File: config.mk
export PLATFORM = sky130hd
export DESIGN_NAME = module_uart_tx
export DESIGN_NICKNAME = d
export VERILOG_FILES = /design/src/rtl/pkg_UART.sv /design/src/rtl/module_uart_baud_counter.sv /design/src/rtl/module_uart_tx.sv
export SDC_FILE = /design/constraint.sdc
export NUM_CORES = 1
export LEC_CHECK = 0
export CAP_MARGIN = 5
export CORE_MARGIN = 5
export CORE_UTILIZATION = 57
export CTS_CLUSTER_DIAMETER = 30
export DETAILED_ROUTE_END_ITERATION = 12
export PLACE_DENSITY = 0.84
export SYNTH_ARGS = -nofsm -noshare
export SYNTH_HDL_FRONTEND = slang
export SYNTH_SLANG_ARGS = --single-unit
File: constraint.sdc
create_clock -name clk_i -period 4.6 [get_ports clk_i]
set_clock_uncertainty 0.15 [all_clocks]
set_input_delay 0.46 -clock clk_i [delete_from_list [all_inputs] [get_ports clk_i]]
set_output_delay 0.46 -clock clk_i [all_outputs]
set_load 0.01 [all_outputs]
File: src/rtl/pkg_UART.sv
// -----------------------------------------------------------------------------
// pkg_UART
// Shared definitions for the UART transmitter: FSM state encoding and the
// default timing/payload constants used as module parameter defaults.
// -----------------------------------------------------------------------------
package pkg_UART;

  // 100 MHz system clock / 115200 baud
  localparam int UART_CLKS_PER_BIT = 868;
  localparam int UART_DATA_BITS    = 8;

  typedef enum logic [2:0] {
    IDLE  = 3'd0,
    START = 3'd1,
    DATA  = 3'd2,
    STOP  = 3'd3,
    DONE  = 3'd4
  } tx_state_e;

endpackage

File: src/rtl/module_uart_baud_counter.sv
// -----------------------------------------------------------------------------
// module_uart_baud_counter
// Free-running bit-period counter. Counts 0..CLKS_PER_BIT-1 and wraps to 0;
// tick_o is high for the one cycle in which the count sits at terminal count.
//
// Ports:
//   clk_i   - clock, rising edge
//   rst_i   - synchronous active-high reset (count -> 0)
//   clear_i - synchronous clear (count -> 0), used while no bit is being timed
//   tick_o  - registered one-cycle pulse coincident with terminal count
// -----------------------------------------------------------------------------
module module_uart_baud_counter
  import pkg_UART::*;
#(
  parameter int CLKS_PER_BIT = UART_CLKS_PER_BIT
) (
  input  logic clk_i,
  input  logic rst_i,
  input  logic clear_i,
  output logic tick_o
);

  localparam int            CW   = $clog2(CLKS_PER_BIT);
  localparam logic [CW-1:0] TERM = CW'(CLKS_PER_BIT - 1);

  logic [CW-1:0] cnt_r;
  logic [CW-1:0] cnt_s;
  logic          tick_r;

  // Next count: clear, wrap at terminal count, otherwise increment
  always_comb begin
    cnt_s = cnt_r;
    if (clear_i) begin
      cnt_s = '0;
    end else if (cnt_r == TERM) begin
      cnt_s = '0;
    end else begin
      cnt_s = cnt_r + CW'(1);
    end
  end

  // Count register; tick is registered from the next count so it lines up
  // with the cycle in which cnt_r equals TERM
  always_ff @(posedge clk_i) begin
    if (rst_i) begin
      cnt_r  <= '0;
      tick_r <= 1'b0;
    end else begin
      cnt_r  <= cnt_s;
      tick_r <= (cnt_s == TERM);
    end
  end

  assign tick_o = tick_r;

endmodule

File: src/rtl/module_uart_tx.sv
// -----------------------------------------------------------------------------
// module_uart_tx
// UART transmitter, 8N1-style framing: start bit (0), DATA_BITS payload bits
// LSB first, one stop bit (1), then a single DONE cycle that asks the control
// register to clear its send bit.
//
// Ports:
//   clk_i        - clock, rising edge
//   rst_i        - synchronous active-high reset; aborts any frame at once
//   send_i       - transmit request (control register send bit)
//   tx_data_i    - payload, latched on the cycle the request is accepted
//   tx_o         - registered serial line, idles high
//   busy_o       - high in every state other than IDLE
//   send_clear_o - one-cycle pulse in DONE
//   wr_2_o       - control register write strobe, same cycle as send_clear_o
// Minimum legal values: CLKS_PER_BIT >= 2, DATA_BITS >= 2.
// -----------------------------------------------------------------------------
module module_uart_tx
  import pkg_UART::*;
#(
  parameter int CLKS_PER_BIT = UART_CLKS_PER_BIT,
  parameter int DATA_BITS    = UART_DATA_BITS
) (
  input  logic                 clk_i,
  input  logic                 rst_i,
  input  logic                 send_i,
  input  logic [DATA_BITS-1:0] tx_data_i,
  output logic                 tx_o,
  output logic                 busy_o,
  output logic                 send_clear_o,
  output logic                 wr_2_o
);

  localparam int            BW       = $clog2(DATA_BITS);
  localparam logic [BW-1:0] LAST_BIT = BW'(DATA_BITS - 1);

  tx_state_e            state_r;
  tx_state_e            state_s;
  logic [DATA_BITS-1:0] shift_r;
  logic [DATA_BITS-1:0] shift_s;
  logic [BW-1:0]        bit_cnt_r;
  logic [BW-1:0]        bit_cnt_s;
  logic                 tx_r;
  logic                 tx_s;
  logic                 busy_r;
  logic                 busy_s;
  logic                 done_r;
  logic                 done_s;
  logic                 baud_clear_s;
  logic                 baud_tick_s;

  // The bit timer is held at zero outside the timed states so that every
  // frame starts with a full-length start bit.
  assign baud_clear_s = (state_r == IDLE) || (state_r == DONE);

  module_uart_baud_counter #(
    .CLKS_PER_BIT(CLKS_PER_BIT)
  ) u_baud (
    .clk_i  (clk_i),
    .rst_i  (rst_i),
    .clear_i(baud_clear_s),
    .tick_o (baud_tick_s)
  );

  // Next-state, shift register and bit counter logic
  always_comb begin
    state_s   = state_r;
    shift_s   = shift_r;
    bit_cnt_s = bit_cnt_r;
    case (state_r)
      IDLE: begin
        if (send_i) begin
          state_s   = START;
          shift_s   = tx_data_i;
          bit_cnt_s = '0;
        end else begin
          state_s   = IDLE;
        end
      end
      START: begin
        if (baud_tick_s) begin
          state_s = DATA;
        end else begin
          state_s = START;
        end
      end
      DATA: begin
        if (baud_tick_s) begin
          shift_s = {1'b0, shift_r[DATA_BITS-1:1]};
          if (bit_cnt_r == LAST_BIT) begin
            state_s   = STOP;
            bit_cnt_s = '0;
          end else begin
            state_s   = DATA;
            bit_cnt_s = bit_cnt_r + BW'(1);
          end
        end else begin
          state_s = DATA;
        end
      end
      STOP: begin
        if (baud_tick_s) begin
          state_s = DONE;
        end else begin
          state_s = STOP;
        end
      end
      DONE: begin
        state_s = IDLE;
      end
      default: begin
        state_s = IDLE;
      end
    endcase
  end

  // Output decode from the next state so the outputs can be registered
  // without lagging the state by a cycle
  always_comb begin
    tx_s   = 1'b1;
    busy_s = (state_s != IDLE);
    done_s = (state_s == DONE);
    case (state_s)
      START:   tx_s = 1'b0;
      DATA:    tx_s = shift_s[0];
      default: tx_s = 1'b1;
    endcase
  end

  // State, datapath and output registers
  always_ff @(posedge clk_i) begin
    if (rst_i) begin
      state_r   <= IDLE;
      shift_r   <= '0;
      bit_cnt_r <= '0;
      tx_r      <= 1'b1;
      busy_r    <= 1'b0;
      done_r    <= 1'b0;
    end else begin
      state_r   <= state_s;
      shift_r   <= shift_s;
      bit_cnt_r <= bit_cnt_s;
      tx_r      <= tx_s;
      busy_r    <= busy_s;
      done_r    <= done_s;
    end
  end

  assign tx_o         = tx_r;
  assign busy_o       = busy_r;
  assign send_clear_o = done_r;
  assign wr_2_o       = done_r;

endmodule
==> metrics.log, run 1 <==
INFO  metric number_of_cells_in_the_finished_layout_apart_from_fillers = 168
INFO  metric internal_power_of_the_cells = 0.000315 W
INFO  metric grt_first_pass_wirelength = 3470 um
INFO  metric p_clk_frac = 0.292
INFO  metric die_x = 56 um
INFO  metric max_stage_delay = 0.53 ns
INFO  metric global_route.usage.total = 0.139
INFO  metric r2r_cells = 4
INFO  metric postSynthNetCount = 144
INFO  metric slew-limit-headroom = 0.616
INFO  metric drtPass1Iterations = 4
INFO  metric pwr_cell_area = 295 mW/mm^2
INFO  metric num_vias = 938
INFO  metric synth_warnings = 0
INFO  metric worst_path_max_delay_cell = clkdlybuf4s50_1
INFO  metric worst_setup_path_start_kind = flop
INFO  metric insertion_delay = 0.33 ns
INFO  metric seqPwrFrac = 0.629
INFO  metric critPathKind = flop to primary output
INFO  metric yosysTopAreaCellShare = 0.465
INFO  metric cts_made_buffers = 3
INFO  metric post-synth-top-count-cell = dfxtp_1
INFO  metric die_y = 56 um
INFO  metric initialDrtViolationCount = 14
INFO  metric ys_ff_latch = 28
INFO  metric synth.distinct_cells = 34
INFO  metric drt-wirelength-per-cell = 11.9 um
INFO  metric worst_hold_path_type = flop to flop
INFO  metric detailed_placement_wirelength_estimate = 1480 um
INFO  metric startpoint = send_clear_o$_SDFF_PP0_
INFO  metric worstHoldEndpoint = shift_r[1]$_SDFFE_PP0P_
INFO  metric rows = 16
INFO  metric rsz0062_at_grt = false
INFO  metric routed_via_density = 5.58
INFO  metric clock_sink_count = 28
INFO  metric worst_r2r_endpoint = shift_r[5]$_SDFFE_PP0P_
INFO  metric ys.flop_type = dfxtp_1
INFO  metric boundaryPins = 15
INFO  metric logic_gate_share_of_total_power = 0.079
INFO  metric netSwitchingPower = 0.0000877 W
INFO  metric gp_congestion = 0.748
INFO  metric post-route-min-period = 1.82 ns
INFO  metric max_clock_freq = 551 MHz
INFO  metric power.switching_fraction = 0.218
INFO  metric full_die_area = 0.00314 mm^2
INFO  metric antenna_cells = 0
INFO  metric grt_overflow = 0
INFO  metric setup-tns-final = 0 ns
INFO  metric gr-max-usage-layer = met2
INFO  metric ant_nets_after_route = 0
INFO  metric synth_sequential_area_ratio = 0.465
INFO  metric max-cap-violations = 0
INFO  metric synth_async_sr_flop_share = 0
INFO  metric finalSetupViolations = 0
INFO  metric cts.path.max_buffers = 2
INFO  metric min_path_cells = 2
INFO  metric run_status = completed
INFO  metric cts_hold_buffers = 0
INFO  metric crit_path_end_kind = primary output
INFO  metric finalWirelength = 2000 um
INFO  metric clk_pin_slew_worst_paths = 0.14 ns
INFO  metric cts.repair_timing.setup_buffer_count = 0
INFO  metric timing_worst_slew_pin_value = 0.574 ns
INFO  metric post_cts_resize_count = 0
INFO  metric yosys-top-cells-area = dfxtp_1 (46%), nor2_1 (7.5%), xnor2_1 (5.8%)
INFO  metric place_inst = 164
INFO  metric initial_standard_cell_utilization_of_the_core = 0.609
INFO  metric areaGrowthSynthToFinish = 13.3%
INFO  metric critical_path.top_delay_family = buffers and inverters
INFO  metric worstHoldStart = shift_r[1]$_SDFFE_PP0P_
INFO  metric drive_above_1_share = 0.0709
INFO  metric totalPowerFinal = 0.000403 W
INFO  metric worstReg2RegStart = state_r[0]$_SDFF_PP0_
INFO  metric worst_path_required = 3.99 ns
INFO  metric ff2ff_setup_slack = 2.81 ns
INFO  metric grt_pass1_vias = 849
INFO  metric numPortBuffers = 14
INFO  metric power.static_leakage = 0.483 nW
INFO  metric slew_viol_final = 0
INFO  metric grt_use_met2 = 0.210
INFO  metric cts.root.buffer_cell = clkbuf_4
INFO  metric htreeDepth = 1
INFO  metric critical_path.max_fanout = 2
INFO  metric post_synth_inst_count = 130
INFO  metric critical_path_buf_inv_count = 1
INFO  metric grt_use_met1 = 0.166
INFO  metric edff_count_synth = 0
INFO  metric core-area = 0.00198 mm^2
INFO  metric grt_util_met3 = 0.0302
INFO  metric vdd_drop_max = 205 uV
INFO  metric worstPathArrival = 1.21 ns
INFO  metric grt_max_degree = 19
INFO  metric initial_antenna_violation_count = 0
INFO  metric final_nets = 156
INFO  metric tritoncts = built
INFO  metric syn_area = 0.00121 mm^2
INFO  metric list_of_cells_traversed_by_the_critical_path = clkdlybuf4s50_1
INFO  metric yosysTopAreaCell = dfxtp_1
INFO  metric synth_commonest_cells = dfxtp_1 (28), nor2_1 (24), a22oi_1 (9), xnor2_1 (8)
INFO  metric layout_worst_path_cycle_share = 0.395
INFO  metric syn-mean-instance-area = 9.28 um^2
INFO  metric drc_errors = 0
INFO  metric hold_viol = 0
-- per-layer routing --
metal | share of wire | wire length, um
met5 | 0 | 0
met4 | 0.030 | 60
met3 | 0.042 | 84
met2 | 0.45 | 908
met1 | 0.47 | 948
-- registers in the layout (all words and copies together), names as in the netlist --
register       flops
send_clear_o       1
u_baud.cnt_r      10
tx_o               1
shift_r            8
state_r            3
u_baud.tick_o      1
bit_cnt_r          3
busy_o             1
-- cells by family after synthesis --
| kind of cell | share of synthesized area |
|---|---|
| AND/OR/NAND/NOR | 0.228 |
| flip-flops | 0.465 |
| AO/OA/AOI/OAI | 0.145 |
| buffers and inverters | 0.0570 |
| XOR/XNOR | 0.0654 |
| adder cells (fa/ha/maj) | 0.0311 |
| multiplexers | 0.00830 |
-- worst max path at each step --
stage	endpoint	slack (ns)	cells past startpoint
after floorplan	tx_o$_SDFF_PP1_	2.99	6
after global placement	tx_o$_SDFF_PP1_	2.45	5
after detailed placement	tx_o$_SDFF_PP1_	2.42	5
after CTS	wr_2_o	2.77	1
after global routing	tx_o$_SDFF_PP1_	2.59	6
final	wr_2_o	2.78	1
-- cell type report --
class / instances / area, um^2
Sequential cell: 28 / 561
Tap cell: 27 / 33.8
Clock buffer: 4 / 36.3
Timing Repair Buffer: 14 / 140
Fill cell: 153 / 616
Multi-Input combinational cell: 90 / 577
Inverter: 5 / 18.8
-- cells in the final DEF (no fill, tap or decap), types with 3 or more instances in the layout --
cell type / n
dfxtp_1: 28
nor2_1: 24
clkdlybuf4s50_1: 14
a22oi_1: 9
xnor2_1: 8
nand2_1: 7
a21oi_1: 7
inv_1: 5
nor4_1: 4
nand3_1: 3
a31oi_1: 3
ha_1: 3
clkbuf_4: 3
-- stage by stage --
stage,util,hold WS [ns],setup slack (ns),area [um^2]
2_1_floorplan,-,0.287,2.99,1210
3_3_place_gp,0.671,0.294,2.45,1330
3_5_place_dp,0.671,0.297,2.42,1330
4_1_cts,0.689,0.316,2.77,1370
5_1_grt,0.689,0.346,2.59,1370
6_report,0.689,0.315,2.78,1370
-- power by group through the flow --
stage               clock [W]  sequential, W  combinational, W
floorplan                   0       0.000259         0.0000190
global placement            0       0.000259         0.0000311
global route         0.000131       0.000255         0.0000359
finish               0.000118       0.000254         0.0000317
CTS                  0.000123       0.000254         0.0000320
detailed placement          0       0.000259         0.0000319
No activity file was read; power rests on OpenSTA's default activity.
==> run 2: changes to the inputs <==
--- a/config.mk
+++ b/config.mk
@@ -7,10 +7,10 @@
 export LEC_CHECK = 0
 export CAP_MARGIN = 5
 export CORE_MARGIN = 5
-export CORE_UTILIZATION = 57
+export CORE_UTILIZATION = 48
 export CTS_CLUSTER_DIAMETER = 30
 export DETAILED_ROUTE_END_ITERATION = 12
-export PLACE_DENSITY = 0.84
+export PLACE_DENSITY = 0.75
 export SYNTH_ARGS = -nofsm -noshare
 export SYNTH_HDL_FRONTEND = slang
 export SYNTH_SLANG_ARGS = --single-unit
==> constraint.sdc (replaced) <==
create_clock -name clk_i -period 1.6 [get_ports clk_i]
set_clock_uncertainty 0.15 [all_clocks]
set_input_delay 0.16 -clock clk_i [delete_from_list [all_inputs] [get_ports clk_i]]
set_output_delay 0.16 -clock clk_i [all_outputs]
set_load 0.01 [all_outputs]
==> run 2 against run 1 <==
  * Total power grew to 2.9 times the previous value
  * Clock-buffer cell count stayed put
  * Combinational power grew to 3.4 times the previous value
  * Sequential cell count stayed put
  * Clock power grew to 2.9 times the previous value
  * Register-to-register slack worse by 2.8 ns
  * Critical path type is now flop to flop
  * Largest cell class unchanged
  * Highest routed layer unchanged
==> metrics.log, run 2 (synthesis gave the netlist of run 1 again) <==
INFO  metric run_status = completed
INFO  metric number_of_flip_flops_under_the_largest_register_name = 10 (unchanged)
INFO  metric global_route.usage.total = 0.130 (-0.00832)
INFO  metric die_y = 60.1 um (+7.4%)
INFO  metric totalPowerFinal = 0.00118 W (+190%)
INFO  metric layout_commonest_cell = nor2_1
INFO  metric ant_nets_after_route = 0 (unchanged)
INFO  metric drc_errors = 0 (unchanged)
INFO  metric most_prevalent_standard_cell_on_the_critical_path = ha_4
INFO  metric gp_congestion = 0.828 (+11%)
INFO  metric tritoncts = built
INFO  metric max_stage_delay = 0.36 ns (-0.17 ns)
INFO  metric worstReg2RegStart = bit_cnt_r[1]$_SDFFE_PP0P_
INFO  metric areaGrowthSynthToFinish = 25.9%
INFO  metric hold_viol = 0 (unchanged)
INFO  metric fin_ws = 0.0320 ns (-2.75 ns)
INFO  metric antenna_cells = 0 (unchanged)
INFO  metric drtPass1Iterations = 4 (unchanged)
INFO  metric drt-wirelength-per-cell = 13.7 um (+15%)
INFO  metric insertion_delay = 0.33 ns (about the same)
INFO  metric finish.instance_area = 0.00152 mm^2 (+11%)
INFO  metric boundaryPins = 15 (unchanged)
INFO  metric die_x = 60.1 um (+7.4%)
INFO  metric cts_made_buffers = 3 (unchanged)
INFO  metric final_nets = 166 (+6.4%)
INFO  metric finalWirelength = 2490 um (+24%)
INFO  metric finalSetupViolations = 0 (unchanged)
INFO  metric list_of_cells_traversed_by_the_critical_path = ha_4, ha_4, and3_4, o31ai_4, nor3b_2, a31oi_1
INFO  metric most-common-layout-cells = nor2_1 (24), dfxtp_1 (22), clkdlybuf4s50_1 (14)
INFO  metric placed_cell_area = 0.00140 mm^2 (+5.2%)
INFO  metric top_regs = u_baud.cnt_r: 10 flops, shift_r: 8 flops
INFO  metric worst_setup_path_start_kind = flop
INFO  metric rows = 18 (+2)
INFO  metric worstHoldEndpoint = u_baud.cnt_r[0]$_SDFF_PP0_
INFO  metric critical_path.max_fanout = 4 (+2)
INFO  metric worst_r2r_endpoint = tx_o$_SDFF_PP1_
INFO  metric pwr_cell_area = 777 mW/mm^2 (+160%)
INFO  metric critPathKind = flop to flop
INFO  metric max_clock_freq = 638 MHz
INFO  metric vdd_drop_max = 747 uV (+270%)
INFO  metric num_vias = 986 (+5.1%)
INFO  metric rsz0062_at_grt = true
INFO  metric routed_via_density = 5.45 (-2.4%)
INFO  metric slew_viol_final = 0 (unchanged)
INFO  metric grt_pass1_vias = 880 (+3.7%)
INFO  metric post-route-min-period = 1.57 ns
INFO  metric min_path_cells = 1 (-1)
INFO  metric clock_sink_count = 28 (unchanged)
INFO  metric r2r_cells = 6 (+2)
INFO  metric power.static_leakage = 0.535 nW (+11%)
INFO  metric grt_overflow = 0 (unchanged)
INFO  metric layout_worst_path_cycle_share = 0.980
INFO  metric numPortBuffers = 14 (unchanged)
INFO  metric regMostFlops = u_baud.cnt_r
INFO  metric detailed_placement_wirelength_estimate = 1630 um (+10%)
INFO  metric drive_above_1_share = 0.212 (+0.141)
INFO  metric fin_worst_hold_slack = 0.306 ns (-0.00891 ns)
INFO  metric cts_hold_buffers = 0 (unchanged)
INFO  metric max-cap-violations = 0 (unchanged)
INFO  metric htreeDepth = 1 (unchanged)
INFO  metric grt_first_pass_wirelength = 3620 um (+4.4%)
INFO  metric slew-limit-headroom = 0.675 (+0.0583)
INFO  metric worstPathArrival = 1.69 ns (+0.48 ns)
INFO  metric initial_antenna_violation_count = 0 (unchanged)
INFO  metric initial_standard_cell_utilization_of_the_core = 0.496 (-0.113)
INFO  metric timing_worst_slew_pin_value = 0.483 ns (-0.0901 ns)
INFO  metric cts.path.max_buffers = 2 (unchanged)
INFO  metric fin_util = 0.624 (-0.0649)
INFO  metric worst_path_max_delay_cell = dfxtp_2
INFO  metric worst_path_required = 1.73 ns (-2.26 ns)
INFO  metric grt_max_degree = 18 (-1)
INFO  metric worst_hold_path_type = flop to flop
INFO  metric pre_cts_slack = -0.0525 ns (-2.47 ns)
INFO  metric core-area = 0.00243 mm^2 (+23%)
INFO  metric crit_path_end_kind = flop
INFO  metric full_die_area = 0.00362 mm^2 (+15%)
INFO  metric worstHoldStart = u_baud.cnt_r[0]$_SDFF_PP0_
INFO  metric initialDrtViolationCount = 28 (+14)
INFO  metric cts.root.buffer_cell = clkbuf_4
INFO  metric clk_pin_slew_worst_paths = 0.15 ns (about the same)
INFO  metric ff2ff_setup_slack = 0.03 ns (-2.78 ns)
==> run 2: how the worst max path moves through the flow <==
| stage | startpoint | endpoint | slack [ns] | cells past startpoint |
|---|---|---|---|---|
| 2_1_floorplan | state_r[1]$_SDFF_PP0_ | bit_cnt_r[0]$_SDFFE_PP0P_ | 0.05 | 6 |
| 3_3_place_gp | send_i | tx_o$_SDFF_PP1_ | 0.02 | 5 |
| 3_5_place_dp | send_i | tx_o$_SDFF_PP1_ | -0.05 | 5 |
| 4_1_cts | u_baud.cnt_r[0]$_SDFF_PP0_ | u_baud.cnt_r[6]$_SDFF_PP0_ | 0.008 | 4 |
| 5_1_grt | bit_cnt_r[0]$_SDFFE_PP0P_ | tx_o$_SDFF_PP1_ | -0.06 | 6 |
| 6_report | bit_cnt_r[1]$_SDFFE_PP0P_ | tx_o$_SDFF_PP1_ | 0.03 | 6 |
==> run 2: worst max-delay path: cells and delay by family (launching register included) <==
family | cells | cell delay, ns
flops | 1 | 0.36
fa+ha+maj | 2 | 0.31
compound gates | 2 | 0.45
simple gates | 2 | 0.25
==> run 2: final cells by class <==
cell class	instances	area, um^2
Fill cell	215	913
Inverter	5	18.8
Multi-Input combinational cell	91	651
Sequential cell	28	568
Clock buffer	4	36.3
Timing Repair Buffer	23	208
Tap cell	30	37.5
==> run 2: through the flow <==
stage,setup TNS [ns],std cells
2_1_floorplan,0,130
3_3_place_gp,0,175
3_5_place_dp,-0.0700,175
4_1_cts,0,179
5_1_grt,-0.210,181
6_report,0,181
==> run 2: layer usage <==
layer / part of all wire / track usage / vias to the layer above
li1: - / - / 502
met1: 0.42 / 0.145 / 468
met2: 0.53 / 0.241 / 14
met3: 0.039 / 0.0389 / 2
met4: 0.0060 / 0.0285 / 0
met5: 0 / 0 / -
==> run 2: repair_timing <==
item	CTS	global route
buffers inserted	0	1
gates resized for setup	2	14
pin swaps	0	7
cloned	0	1
setup endpoints to repair	1	22
==> run 2: power breakdown <==
group          internal (W)  switching, W
registers          0.000717     0.0000114
logic             0.0000591     0.0000499
clock network      0.000139      0.000203
==> run 3: changes to the inputs <==
--- a/config.mk
+++ b/config.mk
@@ -11,6 +11,8 @@
 export CTS_CLUSTER_DIAMETER = 30
 export DETAILED_ROUTE_END_ITERATION = 12
 export PLACE_DENSITY = 0.75
+export SKIP_CTS_REPAIR_TIMING = 1
+export SLEW_MARGIN = 20
 export SYNTH_ARGS = -nofsm -noshare
 export SYNTH_HDL_FRONTEND = slang
 export SYNTH_SLANG_ARGS = --single-unit
==> run 3 against run 2 <==
  * Clock-buffer cell count did not move
  * Maximum frequency increased by 0.22%
  * Global-route usage is 0.13 points lower
  * Hold slack better by 0.0012 ns
  * Via count increased by 0.61%
  * Register-to-register slack about the same
  * Die area unchanged
  * Critical path depth is the same
  * Non-clock buffer count did not move
  * First-iteration DRC count is 21% higher
  * Worst setup slack improved by 0.0035 ns
  * Sequential cell count is the same
  * Largest power group unchanged
==> metrics.log, run 3 (synthesis gave the netlist of run 1 again) <==
INFO  metric crit_path_end_kind = flop
INFO  metric die_y = 60.1 um (unchanged)
INFO  metric max_stage_delay = 0.36 ns (about the same)
INFO  metric num_vias = 992 (+0.61%)
INFO  metric run_status = completed
INFO  metric grt_pass1_vias = 877 (-0.34%)
INFO  metric post-route-min-period = 1.56 ns (-0.00347 ns)
INFO  metric areaGrowthSynthToFinish = 25.9% (unchanged)
INFO  metric vdd_drop_max = 751 uV (+0.53%)
INFO  metric list_of_cells_traversed_by_the_critical_path = ha_4, ha_4, and3_4, o31ai_4, nor3b_2, a31oi_1
INFO  metric detailed_placement_wirelength_estimate = 1630 um (unchanged)
INFO  metric startpoint = bit_cnt_r[0]$_SDFFE_PP0P_
INFO  metric worst_hold_path_type = flop to flop
INFO  metric full_die_area = 0.00362 mm^2 (unchanged)
INFO  metric core-area = 0.00243 mm^2 (unchanged)
INFO  metric routed_via_density = 5.48 (+0.61%)
INFO  metric ant_nets_after_route = 0 (unchanged)
INFO  metric finalSetupViolations = 0 (unchanged)
INFO  metric clock_sink_count = 28 (unchanged)
INFO  metric most_prevalent_standard_cell_on_the_critical_path = ha_4
INFO  metric die_x = 60.1 um (unchanged)
INFO  metric totalPowerFinal = 0.00118 W (+0.26%)
INFO  metric clk_pin_slew_worst_paths = 0.15 ns (about the same)
INFO  metric initial_standard_cell_utilization_of_the_core = 0.496 (unchanged)
INFO  metric sequential_cell_area = 568 um^2 (unchanged)
INFO  metric setup-tns-final = 0 ns (unchanged)
INFO  metric worst_path_required = 1.73 ns (about the same)
INFO  metric cts.path.max_buffers = 2 (unchanged)
INFO  metric cts_made_buffers = 3 (unchanged)
INFO  metric rsz0062_at_grt = true
INFO  metric number_of_flip_flops_under_the_largest_register_name = 10 (unchanged)
INFO  metric numPortBuffers = 14 (unchanged)
INFO  metric slew_viol_final = 0 (unchanged)
INFO  metric number_of_cells_in_the_finished_layout_apart_from_fillers = 181 (unchanged)
INFO  metric initialDrtViolationCount = 34 (+21%)
INFO  metric cts.root.buffer_cell = clkbuf_4
INFO  metric worstPathArrival = 1.69 ns (about the same)
INFO  metric drc_errors = 0 (unchanged)
INFO  metric layout_worst_path_cycle_share = 0.978 (-0.00217)
INFO  metric grt_overflow = 0 (unchanged)
INFO  metric layout_commonest_cell = nor2_1
INFO  metric fin_util = 0.624 (unchanged)
INFO  metric finalWirelength = 2510 um (+0.80%)
INFO  metric final_nets = 166 (unchanged)
INFO  metric insertion_delay = 0.33 ns (about the same)
INFO  metric worst_path_max_delay_cell = dfxtp_2
INFO  metric gp_congestion = 0.828 (unchanged)
INFO  metric timing_worst_slew_pin_value = 0.497 ns (+0.0136 ns)
INFO  metric worstHoldStart = u_baud.cnt_r[0]$_SDFF_PP0_
INFO  metric rows = 18 (unchanged)
INFO  metric critical_path.max_fanout = 4 (unchanged)
INFO  metric fillers = 212 (-1.4%)
INFO  metric critical_path_buf_inv_count = 0 (unchanged)
INFO  metric top_regs = u_baud.cnt_r: 10 flops, shift_r: 8 flops
INFO  metric max_clock_freq = 639 MHz (+0.22%)
INFO  metric antenna_cells = 0 (unchanged)
INFO  metric hold_viol = 0 (unchanged)
INFO  metric worstReg2RegStart = bit_cnt_r[0]$_SDFFE_PP0P_
INFO  metric drive_above_1_share = 0.212 (unchanged)
INFO  metric regMostFlops = u_baud.cnt_r
INFO  metric tritoncts = built
INFO  metric grt_first_pass_wirelength = 3610 um (-0.39%)
INFO  metric grt_max_degree = 18 (unchanged)
INFO  metric global_route.usage.total = 0.129 (-0.00133)
INFO  metric htreeDepth = 1 (unchanged)
INFO  metric pwr_cell_area = 779 mW/mm^2 (+0.26%)
INFO  metric slew-limit-headroom = 0.666 (-0.00913)
INFO  metric placed_cell_area = 0.00140 mm^2 (unchanged)
INFO  metric place_inst = 175 (unchanged)
INFO  metric finish.instance_area = 0.00152 mm^2 (unchanged)
INFO  metric critical_path.top_delay_family = compound AO/OA/AOI/OAI gates
INFO  metric drtPass1Iterations = 4 (unchanged)
INFO  metric initial_antenna_violation_count = 0 (unchanged)
INFO  metric boundaryPins = 15 (unchanged)
INFO  metric power.static_leakage = 0.535 nW (unchanged)
INFO  metric worst_setup_path_start_kind = flop
INFO  metric max-cap-violations = 0 (unchanged)
INFO  metric critPathKind = flop to flop
INFO  metric multiInputGateArea = 651 um^2 (unchanged)
INFO  metric drt-wirelength-per-cell = 13.9 um (+0.80%)
INFO  metric most-common-layout-cells = nor2_1 (24), dfxtp_1 (22), clkdlybuf4s50_1 (14)
run 3: stage by stage:
stage / hold WS (ns) / worst slack [ns]
floorplan: 0.171 / 0.0496
global placement: 0.295 / 0.0207
detailed placement: 0.304 / -0.0525
CTS: 0.313 / -0.0476
global route: 0.329 / -0.0614
finish: 0.307 / 0.0354
run 3: area by class of cell:
type / count / area share
clock buffer: 4 / 0.0239
inverter: 5 / 0.0124
multi-input combinational: 91 / 0.428
sequential: 28 / 0.374
tap: 30 / 0.0247
timing repair buffer: 23 / 0.137
run 3: power by group:
group          leakage (nW)  total (W)  switching, W  internal, W
combinational         0.284   0.000109     0.0000500    0.0000591
clock                0.0210   0.000345      0.000206     0.000139
sequential            0.231   0.000729     0.0000116     0.000717
run 3: worst paths after layout:
kind,endpoint,cells after the start,slack [ns]
min reg2reg,u_baud.cnt_r[0]$_SDFF_PP0_,1,0.31
max reg2reg,tx_o$_SDFF_PP1_,6,0.04
min,u_baud.cnt_r[0]$_SDFF_PP0_,1,0.31
max,tx_o$_SDFF_PP1_,6,0.04
run 3: per-layer routing:
layer	GRT usage	wire [um]	vias to the layer above
li1	-	-	504
met1	0.145	1060	468
met2	0.241	1340	18
met3	0.0389	85	2
met4	0.0190	15	0
met5	0	0	-
